File: src/rtl/servo_pkg.sv
// Shared constants and saturating helpers for the multi-channel servo PWM block.
// The helpers use 32-bit arithmetic, so a step can never wrap past a limit.
package servo_pkg;

  localparam int unsigned PERIOD    = 240000;
  localparam int unsigned POS_INIT  = 18000;
  localparam int unsigned POS_MIN   = 6000;
  localparam int unsigned POS_MAX   = 30000;
  localparam int unsigned STEP      = 1200;
  localparam int unsigned RAMP_STEP = 600;
  localparam int unsigned DEB_BITS  = 17;

  typedef logic [31:0] wide_t;

  function automatic wide_t clamp_add(wide_t pos, wide_t step, wide_t pos_max);
    wide_t sum;
    sum = pos + step;
    return (sum > pos_max) ? pos_max : sum;
  endfunction

  // Compare before subtracting so an unsigned underflow is impossible.
  function automatic wide_t clamp_sub(wide_t pos, wide_t step, wide_t pos_min);
    return (pos < pos_min + step) ? pos_min : pos - step;
  endfunction

endpackage

File: src/rtl/btn_debounce_pulse.sv
// Raw button -> 2-flop synchroniser -> down-counter debouncer -> 1-cycle press pulse.
// The level must hold for 2^(DEB_BITS-1)+1 cycles before it is accepted.
module btn_debounce_pulse #(
  parameter int unsigned DEB_BITS = servo_pkg::DEB_BITS
) (
  input  logic clk,
  input  logic rst_n,
  input  logic btn_in,
  output logic pulse
);

  localparam logic [DEB_BITS-1:0] LOAD = {1'b1, {(DEB_BITS-1){1'b0}}};

  logic                sync1_q, sync1_d;
  logic                sync2_q, sync2_d;
  logic                level_q, level_d;
  logic                level_dly_q, level_dly_d;
  logic                pulse_q, pulse_d;
  logic [DEB_BITS-1:0] cnt_q, cnt_d;

  // Any sample that agrees with the accepted level reloads the timer.
  always_comb begin
    sync1_d     = btn_in;
    sync2_d     = sync1_q;
    level_d     = level_q;
    cnt_d       = LOAD;
    if (sync2_q != level_q) begin
      if (cnt_q == '0) begin
        level_d = sync2_q;
      end else begin
        cnt_d = cnt_q - DEB_BITS'(1);
      end
    end
    level_dly_d = level_q;
    pulse_d     = level_q & ~level_dly_q;
  end

  always_ff @(posedge clk) begin
    if (!rst_n) begin
      sync1_q     <= 1'b0;
      sync2_q     <= 1'b0;
      level_q     <= 1'b0;
      level_dly_q <= 1'b0;
      pulse_q     <= 1'b0;
      cnt_q       <= LOAD;
    end else begin
      sync1_q     <= sync1_d;
      sync2_q     <= sync2_d;
      level_q     <= level_d;
      level_dly_q <= level_dly_d;
      pulse_q     <= pulse_d;
      cnt_q       <= cnt_d;
    end
  end

  assign pulse = pulse_q;

endmodule

File: src/rtl/servo_pwm_multi.sv
// N-channel servo PWM generator with SEL/INC/DEC button control.
// Define SERVO_RAMP_EN to slew each active width toward its target by RAMP_STEP per frame.
module servo_pwm_multi #(
  parameter int unsigned N_CH      = 4,
  parameter int unsigned CW        = 2,
  parameter int unsigned PW        = 18,
  parameter int unsigned PERIOD    = servo_pkg::PERIOD,
  parameter int unsigned POS_INIT  = servo_pkg::POS_INIT,
  parameter int unsigned POS_MIN   = servo_pkg::POS_MIN,
  parameter int unsigned POS_MAX   = servo_pkg::POS_MAX,
  parameter int unsigned STEP      = servo_pkg::STEP,
  parameter int unsigned DEB_BITS  = servo_pkg::DEB_BITS,
  parameter int unsigned RAMP_STEP = servo_pkg::RAMP_STEP
) (
  input  logic            clk,
  input  logic            rst_n,
  input  logic            btn_sel,
  input  logic            btn_inc,
  input  logic            btn_dec,
  output logic [N_CH-1:0] servo,
  output logic [CW-1:0]   sel_ch,
  output logic            frame
);

  import servo_pkg::*;

`ifdef SERVO_RAMP_EN
  localparam bit RAMP_EN = 1'b1;
`else
  localparam bit RAMP_EN = 1'b0;
`endif

  // Without ramping the slew limit is POS_MAX, which exceeds any possible
  // target/active gap, so the active width jumps to the target in one frame.
  localparam wide_t SLEW = RAMP_EN ? wide_t'(RAMP_STEP) : wide_t'(POS_MAX);

  logic            sel_p, inc_p, dec_p, step_en;
  logic [PW-1:0]   counter_q, counter_d;
  logic [CW-1:0]   sel_ch_q, sel_ch_d;
  logic [PW-1:0]   target_q [N_CH];
  logic [PW-1:0]   target_d [N_CH];
  logic [PW-1:0]   active_q [N_CH];
  logic [PW-1:0]   active_d [N_CH];
  logic [N_CH-1:0] servo_q, servo_d;

  btn_debounce_pulse #(.DEB_BITS(DEB_BITS)) u_deb_sel (
    .clk(clk), .rst_n(rst_n), .btn_in(btn_sel), .pulse(sel_p));
  btn_debounce_pulse #(.DEB_BITS(DEB_BITS)) u_deb_inc (
    .clk(clk), .rst_n(rst_n), .btn_in(btn_inc), .pulse(inc_p));
  btn_debounce_pulse #(.DEB_BITS(DEB_BITS)) u_deb_dec (
    .clk(clk), .rst_n(rst_n), .btn_in(btn_dec), .pulse(dec_p));

  assign frame   = (counter_q == PW'(PERIOD - 1));
  assign step_en = inc_p ^ dec_p;

  always_comb begin
    counter_d = frame ? '0 : counter_q + PW'(1);
    sel_ch_d  = sel_ch_q;
    if (sel_p) begin
      sel_ch_d = (sel_ch_q == CW'(N_CH - 1)) ? '0 : sel_ch_q + CW'(1);
    end
    for (int i = 0; i < N_CH; i++) begin
      target_d[i] = target_q[i];
      active_d[i] = active_q[i];
      servo_d[i]  = (counter_q < active_q[i]);
      // Steps use the pre-update sel_ch_q, so a coincident SEL hits the old channel.
      if (step_en && (sel_ch_q == CW'(i))) begin
        target_d[i] = inc_p
          ? PW'(clamp_add(wide_t'(target_q[i]), wide_t'(STEP), wide_t'(POS_MAX)))
          : PW'(clamp_sub(wide_t'(target_q[i]), wide_t'(STEP), wide_t'(POS_MIN)));
      end
      if (frame) begin
        active_d[i] = (active_q[i] <= target_q[i])
          ? PW'(clamp_add(wide_t'(active_q[i]), SLEW, wide_t'(target_q[i])))
          : PW'(clamp_sub(wide_t'(active_q[i]), SLEW, wide_t'(target_q[i])));
      end
    end
  end

  always_ff @(posedge clk) begin
    if (!rst_n) begin
      counter_q <= '0;
      sel_ch_q  <= '0;
      servo_q   <= '0;
      for (int i = 0; i < N_CH; i++) begin
        target_q[i] <= PW'(POS_INIT);
        active_q[i] <= PW'(POS_INIT);
      end
    end else begin
      counter_q <= counter_d;
      sel_ch_q  <= sel_ch_d;
      servo_q   <= servo_d;
      for (int i = 0; i < N_CH; i++) begin
        target_q[i] <= target_d[i];
        active_q[i] <= active_d[i];
      end
    end
  end

  assign servo  = servo_q;
  assign sel_ch = sel_ch_q;

endmodule
File: config.mk
export PLATFORM = sky130hd
export DESIGN_NAME = servo_pwm_multi
export DESIGN_NICKNAME = d
export VERILOG_FILES = /design/src/rtl/servo_pkg.sv /design/src/rtl/btn_debounce_pulse.sv /design/src/rtl/servo_pwm_multi.sv
export SDC_FILE = /design/constraint.sdc
export NUM_CORES = 1
export LEC_CHECK = 0
export CAP_MARGIN = 20
export CORE_MARGIN = 2
export CORE_UTILIZATION = 65
export CTS_CLUSTER_DIAMETER = 100
export DETAILED_ROUTE_END_ITERATION = 10
export MAX_ROUTING_LAYER = met4
export PLACE_DENSITY = 0.83
export RECOVER_POWER = 50
export SKIP_CTS_REPAIR_TIMING = 1
export SYNTH_ARGS = -nofsm -noshare
export SYNTH_HDL_FRONTEND = slang
export SYNTH_SLANG_ARGS = --single-unit
export TNS_END_PERCENT = 10
File: constraint.sdc
create_clock -name clk -period 5.55 [get_ports clk]
set_clock_uncertainty 0.15 [all_clocks]
set_input_delay 1.3875 -clock clk [delete_from_list [all_inputs] [get_ports clk]]
set_output_delay 1.3875 -clock clk [all_outputs]
set_load 0.01 [all_outputs]
After elaboration in Yosys (flattened, before gate mapping)
Memory sizes are Yosys's and may differ from the RTL's.
Index checks and enable logic that the tools add are counted.
Widths: inputs -> output; s select.

word-level totals
  output and inout bits = 7
  bits in registers = 90
  word-level logic and storage cells = 156
  memories kept = 2
  memory bits (writable) = 144
  input port bits = 5

memories
  memory    words  bits a word  read ports  clocked after memory_dff  write ports  RTL line               RTL
  active_q  4      18           4           0                         4            servo_pwm_multi.sv:42  logic [PW-1:0] active_q [N_CH];
  target_q  4      18           4           0                         4            servo_pwm_multi.sv:40  logic [PW-1:0] target_q [N_CH];

cells by class
  bitwise operators = 19
  $lt $le $gt $ge = 24
  equality and inequality tests = 7
  reductions and logical operators = 15
  $add $sub $neg = 25
  mux-type cells = 43

operator list
  operator                count
  $mux 18                 40
  $add 18x15->19 const B  8
  $add 18x11->19 const B  4
  $gt 19x15->1 const B    4
  $gt 19x18->1            4
  $lt 18x19->1            4
  $le 18x18->1            4
  $lt 18x13->1 const B    4
  $lt 18x18->1            4
  $sub 18x11->18 const B  4
  $sub 18x15->18 const B  4
  $logic_not 17->1        3
  $sub 17x1->17 const B   3
  $add 18x1->18 const B   1
  $eq 18x18->1 const B    1
  $reduce_or 3->1         3
  $or 1x1->1              8
  $not 1->1               7
  $reduce_and 2->1        3
  $eq 2x2->1 const B      2
  $logic_and 1x1->1       4
  $and 1x1->1             3
  $ne 1x1->1              3
  $add 2x1->2 const B     1
  other kinds (6)         7

Longest topological paths before layout
  word-level depth = 6
  mapped depth = 20
  gate-level depth less buffers = 19

Hierarchy
From an unflattened synthesis, not the netlist that was laid out.

unflattened totals
  cells, all modules = 2613
  area, all modules = 20114.3 sq um

modules (own cells, without submodules)
  module              times used  seq. area each (sq um)  area each (sq um)  cells each
  servo_pwm_multi     1           2802.7                  17347.9            2337
  btn_debounce_pulse  3           440.4                   922.1              92

Worst setup path before layout
Ideal clock, no wire load.

  path kind = flip-flop to flip-flop
  start = memory active_q[1][4]
  end = memory active_q[1][9]
  stages on the path, launching flop included = 20
  setup slack = 1.265 ns
  period minus slack after synthesis = 4.285 ns
  required time = 5.278 ns
  path buffers = 0
  library setup time = 0.122 ns
  arrival time = 4.013 ns
  path through = dfxtp_1 -> inv_1 -> ha_1 -> and3b_1 -> o21a_1 -> o21ai_1 -> nand3_1 -> nand2_1 -> xnor2_1 -> inv_1 -> ha_1 -> nand2_1 -> or4_1 -> o32ai_1 -> a41oi_1 -> a41o_1 -> nand2b_1 -> o21ai_1 -> o22ai_1 -> a221o_1

RTL lines
  what         RTL line
  from (decl)  servo_pwm_multi.sv:42

==> flow_metrics.env <==
export IMPL_tritoncts="built"
export IMPL_fp_dieW_um=177
export IMPL_die_area_sq_um=31200
export IMPL_portBuffers=11
export IMPL_dpl_hpwl_mm=40.3
export IMPL_grt_max_degree=49
export IMPL_die_h_um=177
export IMPL_first_global_vias=18100
export IMPL_grt_pass1_wl_mm=90.7
export IMPL_cp_top_family="simple AND/OR/NAND/NOR gates"
export IMPL_async_flop_share=0
export IMPL_drc=0
export IMPL_drt_first_pass_iters=5
export IMPL_track_usage=0.359
export IMPL_clk_pin_slew_ps=60
export IMPL_hp_class="reg -> reg"
export IMPL_n_antenna_cell=0
export IMPL_num_io_pins=12
export IMPL_wl_per_cell_um=19.4
export IMPL_antenna_found_initial=0
export IMPL_critical_path_buf_inv_count=2
export IMPL_status="complete, but fails checks"
export IMPL_slew_headroom=-0.133
export IMPL_overflow=0
export IMPL_syn_nets=2783
export IMPL_start_util=0.657
export IMPL_drv_slew=35
export IMPL_num_vias=19300
export IMPL_wl_mm=55.5
export IMPL_cellLeakagePower_nw=8.58
export IMPL_finalCritPeriodShare=0.928
export IMPL_first_iter_violations=1926
export IMPL_cp_end_kind="register"
export IMPL_synth_avg_cell_area_sq_um=7.70
export IMPL_power_density_nw_per_um2=168
export IMPL_crit_path_max_fanout=10
export IMPL_layout_drive_gt1_share=0.0454
export IMPL_nets=2720
export IMPL_setup_slack_ps=402
export IMPL_syn_to_final_growth_pct=5.38
export IMPL_cts_htree_levels=1
export IMPL_arrival_ps=5360
export IMPL_rsz0062_at_grt="no"
export IMPL_synth_seq_cells=206
export IMPL_path_cells="inv_1, ha_1, and3b_1, o21a_1, o21ai_1, nand3_1, nand2_1, xnor2_1, inv_1, ha_1, nand2_1, or4_1, o32ai_1, a41oi_1, a41o_1, nor2_1, nor2_1, a22oi_1, o221ai_1"
export IMPL_ir_drop_mv=0.206
export IMPL_worst_pin_slew_ps=1700
export IMPL_r2r_slack_ps=400
export IMPL_via_per_inst=6.74
export IMPL_tns_ps=0
export IMPL_critical_path_class="reg -> reg"
export IMPL_violations="max-capacitance violations, max-slew violations"
export IMPL_cp_slowest_cell="or4_1"
export IMPL_slowest_delay_ps=550
export IMPL_yosysWarnings=0
export IMPL_synth_edf_count=0
export IMPL_cts_buffers=25
export IMPL_coreArea_sq_um=29500
export IMPL_final_cells=2859
export IMPL_ys_seq_area_frac=0.213
export IMPL_rows=63
export IMPL_syn_area_sq_um=19400
export IMPL_final_cell_mix="264 x ha_1, 229 x nor2_1, 205 x dfxtp_1"
export IMPL_synth_main_ff_cell="dfxtp_1"
export IMPL_place_ws_ps=543
export IMPL_setup_viol=0
export IMPL_globalplace_congestion=1.02
export IMPL_cts_sinks=206
export IMPL_period_needed_ps=5150
export IMPL_maxCapViolations=2
export IMPL_syn_inst=2514
export IMPL_hold_viol_final=0
export IMPL_dp_cells=2813
export IMPL_mostFrequentLayoutCell="ha_1"
export IMPL_required_ps=5760
export IMPL_fmax_mhz=194
export IMPL_yosysUniqueCellTypes=100
export IMPL_startpoint_type="register"
export IMPL_clk_path_buf_depth=3
export IMPL_clkLatencyLatePin_ps=530
export IMPL_postRouteAntennaNets=0
export IMPL_root_buffer="clkbuf_16"
[per-layer routing]
layer / track usage / wire (um)
met5: - / 0
met4: 0.132 / 1760
met3: 0.0596 / 5230
met2: 0.564 / 24800
met1: 0.463 / 23700
[cell usage after synthesis, types with 36 or more instances]
master / count / share of area
o21ai_0: 162 / 0.042
ha_1: 264 / 0.17
a211oi_1: 38 / 0.015
inv_1: 137 / 0.027
o211ai_1: 36 / 0.014
clkbuf_1: 87 / 0.017
dfxtp_1: 206 / 0.21
nor3_1: 71 / 0.018
nor2_1: 229 / 0.044
xnor2_1: 142 / 0.064
o21a_1: 37 / 0.014
nand2_1: 165 / 0.032
nand4_1: 44 / 0.014
a31oi_1: 37 / 0.012
a21oi_1: 187 / 0.048
a21o_1: 82 / 0.032
nand3_1: 66 / 0.017
[where the power goes]
| group | switching (mW) | total (mW) | internal, mW | leakage (nW) |
|---|---|---|---|---|
| Combinational | 0.111 | 0.197 | 0.0860 | 6.49 |
| Clock | 0.674 | 1.72 | 1.04 | 0.428 |
| Sequential | 0.0173 | 1.51 | 1.50 | 1.67 |
[cell type report]
type                            count  area, sq um
Multi-Input combinational cell   2030        14100
Fill cell                        2435         9080
Sequential cell                   206         4130
Clock buffer                       33          716
Inverter                          154          578
Tap cell                          390          488
Timing Repair Buffer               34          258
Clock inverter                     12          141
[kinds of logic after synthesis]
logic type      share of synthesized area
buf+inv                            0.0577
fa+ha+maj                           0.171
simple gates                        0.200
mux                               0.00627
flops                               0.213
xor+xnor                           0.0742
compound gates                      0.278
[final timing paths]
check,from,depth (start not counted),endpoint
max,active_q[1][4],19,active_q[1][10]
min reg2reg,u_deb_inc.level_dly_q,1,u_deb_inc.pulse
max reg2reg,active_q[1][4],19,active_q[1][10]
min,u_deb_inc.level_dly_q,1,u_deb_inc.pulse
[sequential cells by signal (all words and copies together), names as in the netlist, 2 cells and up]
| signal | count |
|---|---|
| u_deb_inc.cnt_q | 17 |
| u_deb_sel.cnt_q | 17 |
| servo | 4 |
| counter_q | 18 |
| sel_ch | 2 |
| u_deb_dec.cnt_q | 17 |
| target_q | 56 |
| active_q | 60 |
[through the flow]
stage	cell area, sq um	hold slack (ps)	power [mW]	util
after floorplan	19400	217	1.70	-
after global placement	19600	218	1.73	0.664
after detailed placement	19600	226	1.74	0.664
after CTS	20400	234	3.44	0.693
after global routing	20400	253	3.53	0.692
final	20400	234	3.43	0.692
Power figures use the tool's default switching activity.
